File: src/rtl/scpu_inst_reload_ctrl_pkg.sv
// Shared types for the instruction reload controller: sequencer states,
// cpu_nxt bit positions and the {last, byte} FIFO entry.
package scpu_inst_reload_ctrl_pkg;

    typedef enum logic [2:0] {
        S_IDLE,
        S_LOAD,
        S_KICK,
        S_RUN,
        S_HALTED
    } state_t;

    localparam int NXT_EXHAUST = 1;
    localparam int NXT_HALT    = 0;

    typedef struct packed {
        logic       last;
        logic [7:0] data;
    } fifo_entry_t;

    function automatic logic [7:0] sat_inc8(input logic [7:0] v);
        return (v == 8'hFF) ? v : v + 8'd1;
    endfunction

endpackage

File: src/rtl/scpu_inst_reload_ctrl_fifo.sv
// Synchronous show-ahead FIFO; rdata is the head entry whenever !empty.
module scpu_byte_fifo #(
    parameter int WIDTH = 9,
    parameter int DEPTH = 16
) (
    input  logic             clk,
    input  logic             rst,
    input  logic             push,
    input  logic [WIDTH-1:0] wdata,
    input  logic             pop,
    output logic [WIDTH-1:0] rdata,
    output logic             empty,
    output logic             full
);
    localparam int AW = $clog2(DEPTH);

    logic [WIDTH-1:0] mem [DEPTH];
    logic [AW:0]      wp, rp;
    logic             wr_en, rd_en;

    // Extra pointer bit separates full from empty when the indices match.
    assign empty = (wp == rp);
    assign full  = (wp[AW] != rp[AW]) && (wp[AW-1:0] == rp[AW-1:0]);
    assign wr_en = push && (!full || pop);
    assign rd_en = pop && !empty;
    assign rdata = mem[rp[AW-1:0]];

    always_ff @(posedge clk) begin
        if (rst) begin
            wp <= '0;
            rp <= '0;
        end else begin
            if (wr_en) wp <= wp + 1'b1;
            if (rd_en) rp <= rp + 1'b1;
        end
    end

    always_ff @(posedge clk) begin
        if (wr_en) mem[wp[AW-1:0]] <= wdata;
    end

endmodule

File: src/rtl/scpu_inst_reload_ctrl.sv
// Owns the shared instruction/data memory port: copies host byte batches into
// the instruction page, kicks the CPU, and reloads when it runs out.
module scpu_inst_reload_ctrl
    import scpu_inst_reload_ctrl_pkg::*;
#(
    parameter int ADDR_W     = 9,
    parameter int PAGE_BASE  = 500,
    parameter int PAGE_BYTES = 12,
    parameter int FIFO_DEPTH = 16
) (
    input  logic              clk,
    input  logic              rst,
    input  logic              host_valid,
    output logic              host_ready,
    input  logic [7:0]        host_data,
    input  logic              host_last,
    input  logic              go,
    input  logic [1:0]        cpu_nxt,
    input  logic              cpu_is_i_addr,
    input  logic [ADDR_W-1:0] cpu_i_addr,
    input  logic [ADDR_W-1:0] cpu_d_addr,
    input  logic              cpu_d_we,
    input  logic [7:0]        cpu_d_dataout,
    output logic              cpu_enable,
    output logic              cpu_start,
    output logic [7:0]        cpu_i_datain,
    output logic [7:0]        cpu_d_datain,
    output logic [ADDR_W-1:0] mem_addr,
    output logic              mem_we,
    output logic [7:0]        mem_wdata,
    input  logic [7:0]        mem_rdata,
    output logic              busy,
    output logic              done,
    output logic              err_ovf,
    output logic [7:0]        batch_cnt
);
    localparam int                KW     = $clog2(PAGE_BYTES + 1);
    localparam logic [KW-1:0]     K_FULL = KW'(PAGE_BYTES);
    localparam logic [ADDR_W-1:0] BASE_A = ADDR_W'(PAGE_BASE);

    state_t      state;
    logic [KW-1:0] k;
    fifo_entry_t fifo_wr, fifo_rd;
    logic        fifo_push, fifo_pop, fifo_empty, fifo_full;

    assign host_ready = !fifo_full && (state != S_HALTED);
    assign fifo_push  = host_valid && host_ready;
    assign fifo_wr    = '{last: host_last, data: host_data};
    // Every head byte in LOAD is consumed: written while room remains, else dropped.
    assign fifo_pop   = (state == S_LOAD) && !fifo_empty;

    scpu_byte_fifo #(
        .WIDTH($bits(fifo_entry_t)),
        .DEPTH(FIFO_DEPTH)
    ) u_fifo (
        .clk   (clk),
        .rst   (rst),
        .push  (fifo_push),
        .wdata (fifo_wr),
        .pop   (fifo_pop),
        .rdata (fifo_rd),
        .empty (fifo_empty),
        .full  (fifo_full)
    );

    always_ff @(posedge clk) begin
        if (rst) begin
            state      <= S_IDLE;
            k          <= '0;
            cpu_enable <= 1'b0;
            cpu_start  <= 1'b0;
            busy       <= 1'b0;
            done       <= 1'b0;
            err_ovf    <= 1'b0;
            batch_cnt  <= '0;
        end else begin
            cpu_start <= 1'b0;
            case (state)
                S_IDLE: if (go) begin
                    state      <= S_LOAD;
                    k          <= '0;
                    cpu_enable <= 1'b1;
                    busy       <= 1'b1;
                end
                S_LOAD: if (!fifo_empty) begin
                    if (k != K_FULL) k <= k + 1'b1;
                    else             err_ovf <= 1'b1;
                    if (fifo_rd.last) begin
                        state     <= S_KICK;
                        cpu_start <= 1'b1;
                        batch_cnt <= sat_inc8(batch_cnt);
                    end
                end
                S_KICK: state <= S_RUN;
                S_RUN: begin
                    if (cpu_nxt[NXT_HALT]) begin
                        state <= S_HALTED;
                        busy  <= 1'b0;
                        done  <= 1'b1;
                    end else if (cpu_nxt[NXT_EXHAUST]) begin
                        state <= S_LOAD;
                        k     <= '0;
                    end
                end
                default: ;
            endcase
        end
    end

    always_comb begin
        mem_addr  = cpu_is_i_addr ? cpu_i_addr : cpu_d_addr;
        mem_wdata = cpu_d_dataout;
        mem_we    = 1'b0;
        case (state)
            S_LOAD: begin
                mem_addr  = BASE_A + ADDR_W'(k);
                mem_wdata = fifo_rd.data;
                mem_we    = !fifo_empty && (k != K_FULL);
            end
            S_RUN, S_HALTED: mem_we = cpu_d_we;
            default: ;
        endcase
    end

    assign cpu_i_datain = cpu_is_i_addr ? mem_rdata : 8'h00;
    assign cpu_d_datain = cpu_is_i_addr ? 8'h00 : mem_rdata;

endmodule

File: config.mk
export PLATFORM = sky130hd
export DESIGN_NAME = scpu_inst_reload_ctrl
export DESIGN_NICKNAME = d
export VERILOG_FILES = /design/src/rtl/scpu_inst_reload_ctrl_pkg.sv /design/src/rtl/scpu_inst_reload_ctrl_fifo.sv /design/src/rtl/scpu_inst_reload_ctrl.sv
export SDC_FILE = /design/constraint.sdc
export NUM_CORES = 1
export LEC_CHECK = 0
export CAP_MARGIN = 20
export CORE_UTILIZATION = 40
export DETAILED_ROUTE_END_ITERATION = 6
export MAX_ROUTING_LAYER = met4
export PLACE_DENSITY = 0.59
export SKIP_CTS_REPAIR_TIMING = 1
export SKIP_LAST_GASP = 1
export SLEW_MARGIN = 15
export SYNTH_ARGS = -nofsm -noshare
export SYNTH_HDL_FRONTEND = slang
export SYNTH_SLANG_ARGS = --single-unit
File: constraint.sdc
create_clock -name clk -period 3.1 [get_ports clk]
set_input_delay 0.62 -clock clk [delete_from_list [all_inputs] [get_ports clk]]
set_output_delay 0.62 -clock clk [all_outputs]
set_load 0.02 [all_outputs]
==> impl_metrics.py, run 1 <==
metrics = {
    "setup_path": {
        "critPathMaxStageDelay_ps": 530,
        "setup.reg_to_reg.worst_slack_ps": 600,
        "setup_crit_start_kind": "flop",
        "crit_arrival_ps": 2670,
        "endpoint_kind": "output port",
        "cp_cell_sequence": "buf_12, mux4_2, mux4_2, nand2_1, nand2_1, clkdlybuf4s50_1",
        "critPathMaxFanout": 12,
        "cp.required_ps": 2480,
        "worstSetupEndpoint": "mem_wdata[3]",
        "worst-path-buf-inv": 2,
        "r2r-start": "state[2]",
        "path_class": "flop to output port",
        "crit_path_top_delay_cell": "clkdlybuf4s50_1",
        "timing.rr.end": "u_fifo.mem[12][2]",
        "critical_path_depth": 6,
        "worstRegToRegCells": 6,
        "cp_top_family": "multiplexers",
    },
    "clock_tree": {
        "clkSlewWorstSetupHoldPaths_ps": 70,
        "tritoncts": "yes",
        "cts.htree.levels": 4,
        "tritoncts.num_buffers": 17,
        "clock_tree.root_cell": "clkbuf_16",
        "max-clock-path-buffers": 2,
        "clock-sinks": 178,
        "worst_skew_pair.late_latency_ps": 430,
    },
    "power": {
        "p_int_mw": 4.40,
        "p_total_mw": 6.16,
        "pwr_density_cell_nw_per_um2": 635,
        "sequential_cell_fraction_of_total_power_pct": 44.1,
        "leakage_power_figure_nw": 3.38,
        "switching_power_mw": 1.76,
        "share_clk_of_total_power_pct": 34.2,
        "combinationalPowerShare_pct": 21.7,
        "vdd.ir_drop.worst_v": 0.000381,
        "switching_share_pct": 28.6,
    },
    "outcome": {
        "status": "complete, but fails checks",
        "failed_checks": "negative setup slack",
    },
    "layout": {
        "final_nets": 673,
        "fillers": 1560,
        "area_growth_pct": 27.1,
        "design_area_um2": 9700,
        "drive_gt1_share_pct": 18.7,
        "antennaDiodeCount": 0,
        "instances_no_fill": 860,
    },
    "logic_synthesis": {
        "yosys-top-cells-count": "144 x edfxtp_1, 42 x nand2_1, 41 x mux4_2, 34 x dfxtp_1, 20 x a21oi_1",
        "syn_inst": 492,
        "ys_async_sr_fraction_pct": 0,
        "synth-seq-cells": 178,
        "syn_area_per_cell_um2": 15.5,
        "synth_most_common_cell": "edfxtp_1",
        "netlist_area_um2": 7630,
        "synth_enable_flop_cells": 144,
        "post_synth_main_area_contributors": "edfxtp_1 57%, mux4_2 12%, dfxtp_1 8.9%",
        "netlist.top_cell.by_area": "edfxtp_1",
        "synth.net_count": 552,
        "synth_seq_area_share_pct": 65.6,
        "synthDominantCellAreaShare_pct": 56.7,
        "yosys_most_used_dff": "edfxtp_1",
        "synth_cell_types": 49,
        "ys_warn_count": 0,
    },
    "job": {
        "cap_viol_max_count": 0,
    },
    "floorplan": {
        "num_io_pins": 99,
        "fp.coreArea_um2": 18700,
        "die_w_um": 140,
        "die_y_um": 140,
        "design.die.area_um2": 19600,
        "initial_utilization_pct": 40.8,
        "row_count": 50,
    },
    "grt": {
        "pin_count_of_the_biggest_net_entering_global_routing": 29,
        "grt.overflow.total": 0,
        "grt_antenna_before_repair": 0,
        "grt_usage_pct": 18.9,
        "grt_pass1_vias": 4607,
        "global_route_wire_length_before_repair_um": 26500,
    },
    "timing": {
        "post-route-period-util_pct": 106,
        "timing_worst_slew_pin_value_ps": 670,
        "setup_total_negative_slack_ps": -188,
        "timing.slew.headroom_pct": 55.3,
        "max_freq_mhz": 304,
        "hold_viol_final": 0,
        "setup_repair_after_global_routing_missed_its_margin": "true",
        "timing_max_transition_violations_final": 0,
        "clock_skew_ps": 13.4,
        "setup-violations-final": 1,
        "postLayoutSetupSlackWorst_ps": -188,
        "period_minus_slack_ps": 3290,
    },
    "place": {
        "post-dp-hpwl_um": 11300,
        "gp_congestion": 0.810,
        "placed_cells_incl_taps": 827,
        "portBuffers": 98,
        "placed_area_um2": 9060,
    },
    "drt": {
        "viasPerCell": 5.43,
        "wl_um": 17400,
        "num_vias": 4671,
        "first_iter_violations": 373,
        "final_antenna_violating_net_count": 0,
        "drt-pass1-iter-count": 5,
        "detail_route.wl_per_cell_um": 20.2,
        "remaining_drc_errors": 0,
    },
    "worst_hold_path": {
        "min_path_type": "flop to flop",
    },
}
## registers in the layout, indices dropped and copies added (netlist names), named ones only
| signal | cells |
|---|---|
| busy | 1 |
| done | 1 |
| u_fifo.rp | 5 |
| state | 3 |
| batch_cnt | 8 |
| err_ovf | 1 |
| u_fifo.mem | 144 |
| u_fifo.wp | 5 |
| cpu_start | 1 |
| cpu_enable | 1 |
| k | 4 |
## cells in the final DEF, fill, tap and decap left out, types with 16 or more instances in the layout
cell	count
nand2_1	42
edfxtp_1	144
nor2_1	19
buf_4	26
clkdlybuf4s50_1	91
clkbuf_16	18
dfxtp_1	28
mux4_2	41
a21oi_1	20
nor2b_1	16
and3_1	17
## worst reg2reg max path: stages, from the launching register on
cell and delay [ps]:
dfxtp_1 570, inv_1 230, o31ai_1 580, a21oi_1 90
buf_4 210, and3_1 340, buf_4 240
## worst min-delay path by stage
stage / slack [ps] / cells after the start / endpoint / start
2_1_floorplan: 460 / 2 / k[3] / k[3]
3_3_place_gp: 460 / 2 / cpu_enable / cpu_enable
3_5_place_dp: 470 / 2 / err_ovf / err_ovf
4_1_cts: 480 / 2 / err_ovf / err_ovf
5_1_grt: 500 / 2 / done / done
6_report: 480 / 2 / err_ovf / err_ovf
## through the flow
step / utilization [%] / setup WS, ps / hold WS (ps)
2_1_floorplan: - / 568 / 456
3_3_place_gp: 48.4 / 200 / 458
3_5_place_dp: 48.4 / 169 / 466
4_1_cts: 51.6 / -291 / 484
5_1_grt: 51.9 / -277 / 500
6_report: 51.9 / -188 / 484
## routing by layer
layer	vias up	track usage, %	wire (um)
li1	2153	-	-
met1	2336	23.8	7580
met2	170	31.2	8560
met3	12	3.90	1060
met4	0	4.92	148
met5	-	-	0
## cells by family (layout without fill, tap and decap cells)
family / count (synthesis) / after routing / synth area share, %
mux: 62 / 62 / 15.6
simple gates: 136 / 136 / 9.15
buf+inv: 41 / 175 / 2.34
fa+ha+maj: 9 / 9 / 1.48
flops: 178 / 178 / 65.6
compound gates: 54 / 54 / 4.44
xor+xnor: 12 / 12 / 1.38
## power by group through the flow
stage          clock (mW)  sequential, mW  combinational (mW)
3_3_place_gp            0            2.76                1.32
6_report             2.10            2.72                1.34
2_1_floorplan           0            2.74               0.832
3_5_place_dp            0            2.76                1.34
5_1_grt              2.23            2.73                1.45
4_1_cts              2.15            2.71                1.34
## layout make-up
type	instances	area, um^2	area share, %
timing repair buffer	129	1300	13.4
sequential	178	5010	51.7
multi-input combinational	273	2450	25.3
tap	234	293	3.02
clock inverter	15	165	1.70
inverter	14	52.6	0.542
clock buffer	17	425	4.38
(Power assumes the default switching activity.)
==> run 2, diff against run 1 <==
--- a/config.mk
+++ b/config.mk
@@ -6,6 +6,7 @@
 export NUM_CORES = 1
 export LEC_CHECK = 0
 export CAP_MARGIN = 20
+export CORE_MARGIN = 2
 export CORE_UTILIZATION = 40
 export DETAILED_ROUTE_END_ITERATION = 6
 export MAX_ROUTING_LAYER = met4
==> run 2 against run 1 <==
Effect of this change: the flow still finishes with violations (negative setup slack); non-clock buffer count is 4 lower; flip-flop and latch count stayed put; global-route usage is 0.47 points lower; worst setup slack worse by 6.3 ps; final area is 0.14% lower; via count is 0.15% lower; register-to-register slack better by 240 ps; utilization is 0.074 points lower; critical path type unchanged; highest routed layer unchanged.
==> impl_metrics.py, run 2 (synthesis gave the netlist of run 1 again) <==
metrics = {
    "outcome": {
        "status": "complete, but fails checks",
        "failed_checks": "negative setup slack",
    },
    "place": {
        "portBuffers": 98,
        "gp_congestion": 0.825,
        "placed_cells_incl_taps": 824,
        "post-dp-hpwl_um": 11500,
    },
    "timing": {
        "timing.slew.headroom_pct": 55.3,
        "timing_worst_slew_pin_value_ps": 670,
        "fin_hold_ws_ps": 473,
        "timing_max_transition_violations_final": 0,
        "postLayoutSetupSlackWorst_ps": -194,
        "setup_repair_after_global_routing_missed_its_margin": "true",
        "post-route-period-util_pct": 106,
        "hold_viol_final": 0,
        "clock_skew_ps": 13.9,
        "max_freq_mhz": 304,
        "setup-violations-final": 1,
        "period_minus_slack_ps": 3290,
    },
    "setup_path": {
        "critPathMaxStageDelay_ps": 530,
        "crit_path_top_delay_cell": "clkdlybuf4s50_1",
        "path_class": "flop to output port",
        "setup_crit_start_kind": "flop",
        "endpoint_kind": "output port",
        "cp.required_ps": 2480,
        "cp_cell_sequence": "buf_12, mux4_2, mux4_2, nand2_1, nand2_1, clkdlybuf4s50_1",
        "crit_arrival_ps": 2670,
        "critPathMaxFanout": 20,
    },
    "drt": {
        "first_iter_violations": 348,
        "drt-pass1-iter-count": 6,
        "viasPerCell": 5.45,
        "num_vias": 4664,
        "remaining_drc_errors": 0,
        "wl_um": 17500,
        "detail_route.wl_per_cell_um": 20.5,
        "final_antenna_violating_net_count": 0,
    },
    "clock_tree": {
        "tritoncts": "yes",
        "tritoncts.num_buffers": 17,
        "clock-sinks": 178,
        "clock_tree.root_cell": "clkbuf_16",
        "cts.htree.levels": 4,
        "worst_skew_pair.late_latency_ps": 430,
        "max-clock-path-buffers": 2,
        "clkSlewWorstSetupHoldPaths_ps": 70,
    },
    "grt": {
        "grt_busiest_layer": "met2",
        "grt_pass1_vias": 4608,
        "grt.met2_usage_pct": 31.2,
        "pin_count_of_the_biggest_net_entering_global_routing": 34,
        "grt.met3_usage_pct": 4.24,
        "global_route_wire_length_before_repair_um": 26600,
        "global_route.usage.met1_pct": 22.4,
        "grt_antenna_before_repair": 0,
        "grt.overflow.total": 0,
        "grt_usage_pct": 18.4,
    },
    "layout": {
        "most-common-layout-cells": "144 x edfxtp_1, 90 x clkdlybuf4s50_1, 42 x nand2_1",
        "final_nets": 669,
        "area_growth_pct": 27.0,
        "final_common_cell": "edfxtp_1",
        "instances_no_fill": 856,
        "drive_gt1_share_pct": 18.5,
        "antennaDiodeCount": 0,
        "fillers": 1521,
        "final_core_util_pct": 51.8,
        "largest_reg_flops": 144,
    },
    "power": {
        "combinationalPowerShare_pct": 21.5,
        "p_int_mw": 4.53,
        "leakage_power_figure_nw": 3.38,
        "vdd.ir_drop.worst_v": 0.000373,
        "share_clk_of_total_power_pct": 35.1,
        "switching_power_mw": 1.72,
        "switching_share_pct": 27.5,
        "sequential_cell_fraction_of_total_power_pct": 43.4,
        "pwr_density_cell_nw_per_um2": 645,
    },
    "floorplan": {
        "design.die.area_um2": 20200,
        "fp.coreArea_um2": 18700,
        "die_w_um": 142,
        "num_io_pins": 99,
        "row_count": 50,
        "die_y_um": 142,
        "initial_utilization_pct": 40.8,
    },
    "worst_hold_path": {
        "min_path_type": "flop to flop",
    },
    "job": {
        "cap_viol_max_count": 0,
    },
}
==> run 2: worst paths after layout <==
| path | start | slack [ps] | cells after the start | to |
|---|---|---|---|---|
| max | flop | -190 | 6 | mem_wdata[0] |
| min | err_ovf | 470 | 2 | err_ovf |
| max reg2reg | state[2] | 840 | 6 | u_fifo.mem[14][7] |
| min reg2reg | err_ovf | 470 | 2 | err_ovf |
==> run 2: worst max-delay path, delay by kind of cell, from the launching register on <==
| kind | cells | cell delay, ps |
|---|---|---|
| mux | 2 | 990 |
| buf+inv | 2 | 740 |
| flops | 1 | 380 |
| simple gates | 2 | 140 |
==> run 2: metrics by stage <==
step,instance area [um^2],setup TNS [ps],total power [mW],worst slack (ps)
floorplan,7630,0,3.57,568
global placement,9040,0,4.11,203
detailed placement,9040,0,4.12,193
CTS,9660,-1990,6.31,-280
global route,9690,-300,6.48,-300
finish,9690,-194,6.25,-194
==> run 2: final cells by class <==
class	count	area (um^2)	share of cell area, %
inverter	14	52.6	0.542
clock inverter	15	194	2.00
sequential	178	5010	51.7
timing repair buffer	125	1250	12.9
clock buffer	17	425	4.39
multi-input combinational	273	2460	25.4
tap	234	293	3.02
==> run 2: layer usage <==
layer | vias to the layer above | wire, um
met2 | 156 | 8990
li1 | 2143 | -
met5 | - | 0
met1 | 2348 | 7280
met4 | 0 | 216
met3 | 17 | 1030
==> run 2: power by group through the flow <==
stage / logic, mW / clock network [mW] / registers [mW]
2_1_floorplan: 0.832 / 0 / 2.74
3_3_place_gp: 1.35 / 0 / 2.76
3_5_place_dp: 1.36 / 0 / 2.76
4_1_cts: 1.37 / 2.23 / 2.71
5_1_grt: 1.45 / 2.31 / 2.72
6_report: 1.34 / 2.19 / 2.71
==> variant, RTL diff (settings of run 2) <==
Make the reset (`rst`) asynchronous in 2 clocked blocks.
--- a/src/rtl/scpu_inst_reload_ctrl_fifo.sv
+++ b/src/rtl/scpu_inst_reload_ctrl_fifo.sv
@@ -25,7 +25,7 @@
     assign rd_en = pop && !empty;
     assign rdata = mem[rp[AW-1:0]];
 
-    always_ff @(posedge clk) begin
+    always_ff @(posedge clk or posedge rst) begin
         if (rst) begin
             wp <= '0;
             rp <= '0;
--- a/src/rtl/scpu_inst_reload_ctrl.sv
+++ b/src/rtl/scpu_inst_reload_ctrl.sv
@@ -63,7 +63,7 @@
         .full  (fifo_full)
     );
 
-    always_ff @(posedge clk) begin
+    always_ff @(posedge clk or posedge rst) begin
         if (rst) begin
             state      <= S_IDLE;
             k          <= '0;
Function: differs if rst is asserted again (counterexample within 4 cycles, from zero or initial values and one cycle with rst high); with rst held inactive, the same outputs for 4 cycles.
==> variant against run 2 <==
- area after synthesis fell by 1.8%
- sequential cell count fell by 4
- design area decreased by 0.43%
- via count down 7.1%
- final cell count decreased by 4.1%
- routed wire length is 3.5% lower
- clock skew decreased by 0.0040 ns
- maximum frequency up 6.9%
- worst setup slack better by 0.21 ns
Power is not compared: it rests on default switching activity, and its combinational part moved more than twofold at a synthesized area within 25%.
==> variant: results (changes against run 2) <==
- Status: finished, final reports clean
- Post-synthesis compound-gate area fraction: 2.52% (-1.9 points)
- Top_reg_cell synth: edfxtp_1
- Drt total wl: 16,900 um (-3.5%)
- Commonest cells in the netlist: edfxtp_1, mux4_2, nand2_1
- Seq/Total Area, Yosys: 67.7% (+2.1 points)
- Post-synth ARST share: 17.2% (+17 points)
- Worst slew pin tran: 0.726 ns (+0.0559 ns)
- Clock skew: 0.00990 ns (-0.00405 ns)
- Top cells by area, synth: edfxtp_1, mux4_2, dfrtp_1
- Largest net degree at the start of global routing: 27 (-21%)
- XOR/XNOR share of the synthesized area: 2.34% (+0.96 points)
- Share of cells above drive strength 1: 21.3% (+2.8 points)
- Initial antenna violation count: 1 (+1)
- Drt pass-1 iters: 4 (-2)
- CP Max Fanout: 7 (-65%)
- Setup WS pre-CTS: -0.177 ns (-0.370 ns)
- Vias in the first global route: 4,435 (-3.8%)
- Synth Area in Adders: 1.50% (+0.027 points)
- Final net count: 633 (-5.4%)
- 1st-iter DRT viols: 286 (-18%)
- Portion of netlist area occupied by mux cells: 15.3% (-0.37 points)
- Gate Count Post-Synth: 445 (-9.6%)
- Cell-internal power: 0.00419 W
- Global-route wire length before repair: 25,400 um (-4.3%)
- Clock transition at path regs: 0.06 ns
- Root Buffer Master: clkbuf_16
- Syn Nets: 505 (-8.5%)
- Via count: 4,331 (-7.1%)
- Placed cell count: 785 (-4.7%)
- Post-synth cell types: 48 (-2.0%)
- Detailed-placement wirelength estimate: 11,400 um (-0.72%)
- Max stage delay cell, worst path: mux4_2
- YS warnings: 0 (unchanged)
- GRT Overall Usage: 17.9% (-0.55 points)
- GPL Wtd Cong: 0.839 (+1.7%)
- Clock latency on the worst-skew pair: 0.42 ns
- Routed wire per std cell: 20.6 um (+0.57%)
- CP peak stage delay: 0.52 ns
-- variant: power groups by stage --
stage / combinational, W / clock, W / sequential (W)
final: 0.000552 / 0.00215 / 0.00274
after global routing: 0.000600 / 0.00228 / 0.00275
after CTS: 0.000556 / 0.00219 / 0.00274
after detailed placement: 0.000555 / 0 / 0.00279
after global placement: 0.000540 / 0 / 0.00278
after floorplan: 0.000320 / 0 / 0.00275
-- variant: cells by family after synthesis --
logic type                 count (synthesis)
muxes                                     58
DFF                                      174
adders and majority gates                  9
xor gates and xnor gates                  20
AOI/OAI and AO/OA                         30
buffers and inverters                     30
and+or+nand+nor                          124
-- variant: cell type report --
class	instances	area [sq um]
sequential	174	5080
multi-input combinational	241	2290
fill	1537	8870
antenna	1	2.50
clock inverter	12	156
clock buffer	20	437
timing repair buffer	133	1360
inverter	6	22.5
tap	234	293
-- variant: critical path, delay by kind of cell, from the launching register on --
| kind | cells | cell delay (ns) |
|---|---|---|
| muxes | 2 | 1.00 |
| buffers and inverters | 3 | 0.50 |
| DFF | 1 | 0.41 |
| and+or+nand+nor | 2 | 0.12 |
-- variant: per-layer routing --
metal	up-vias	part of all wire [%]	track usage, %
li1	1995	-	-
met1	2196	42	21.7
met2	127	52	30.1
met3	13	4.9	4.18
met4	0	0.89	5.21
met5	-	0	-
-- variant: path summary, 6_finish.rpt --
path / startpoint / to / slack, ns / depth (start not counted)
max: u_fifo.rp[0]$_DFFE_PP0P_ / mem_wdata[7] / 0.02 / 7
min: err_ovf$_DFFE_PP0P_ / err_ovf$_DFFE_PP0P_ / 0.48 / 1
max reg2reg: u_fifo.rp[0]$_DFFE_PP0P_ / u_fifo.mem[15][1]$_DFFE_PP_ / 0.57 / 7
min reg2reg: err_ovf$_DFFE_PP0P_ / err_ovf$_DFFE_PP0P_ / 0.48 / 1
max in group asynchronous: rst / state[0]$_DFFE_PP0P_ / 1.81 / 3
min in group asynchronous: rst / batch_cnt[6]$_DFFE_PP0P_ / 0.62 / 2
-- variant: stage by stage --
stage / power [W] / cell area (sq um)
after global placement: 0.00332 / 8960
after global routing: 0.00563 / 9650
after CTS: 0.00548 / 9550
after detailed placement: 0.00334 / 8960
after floorplan: 0.00307 / 7500
final: 0.00544 / 9650
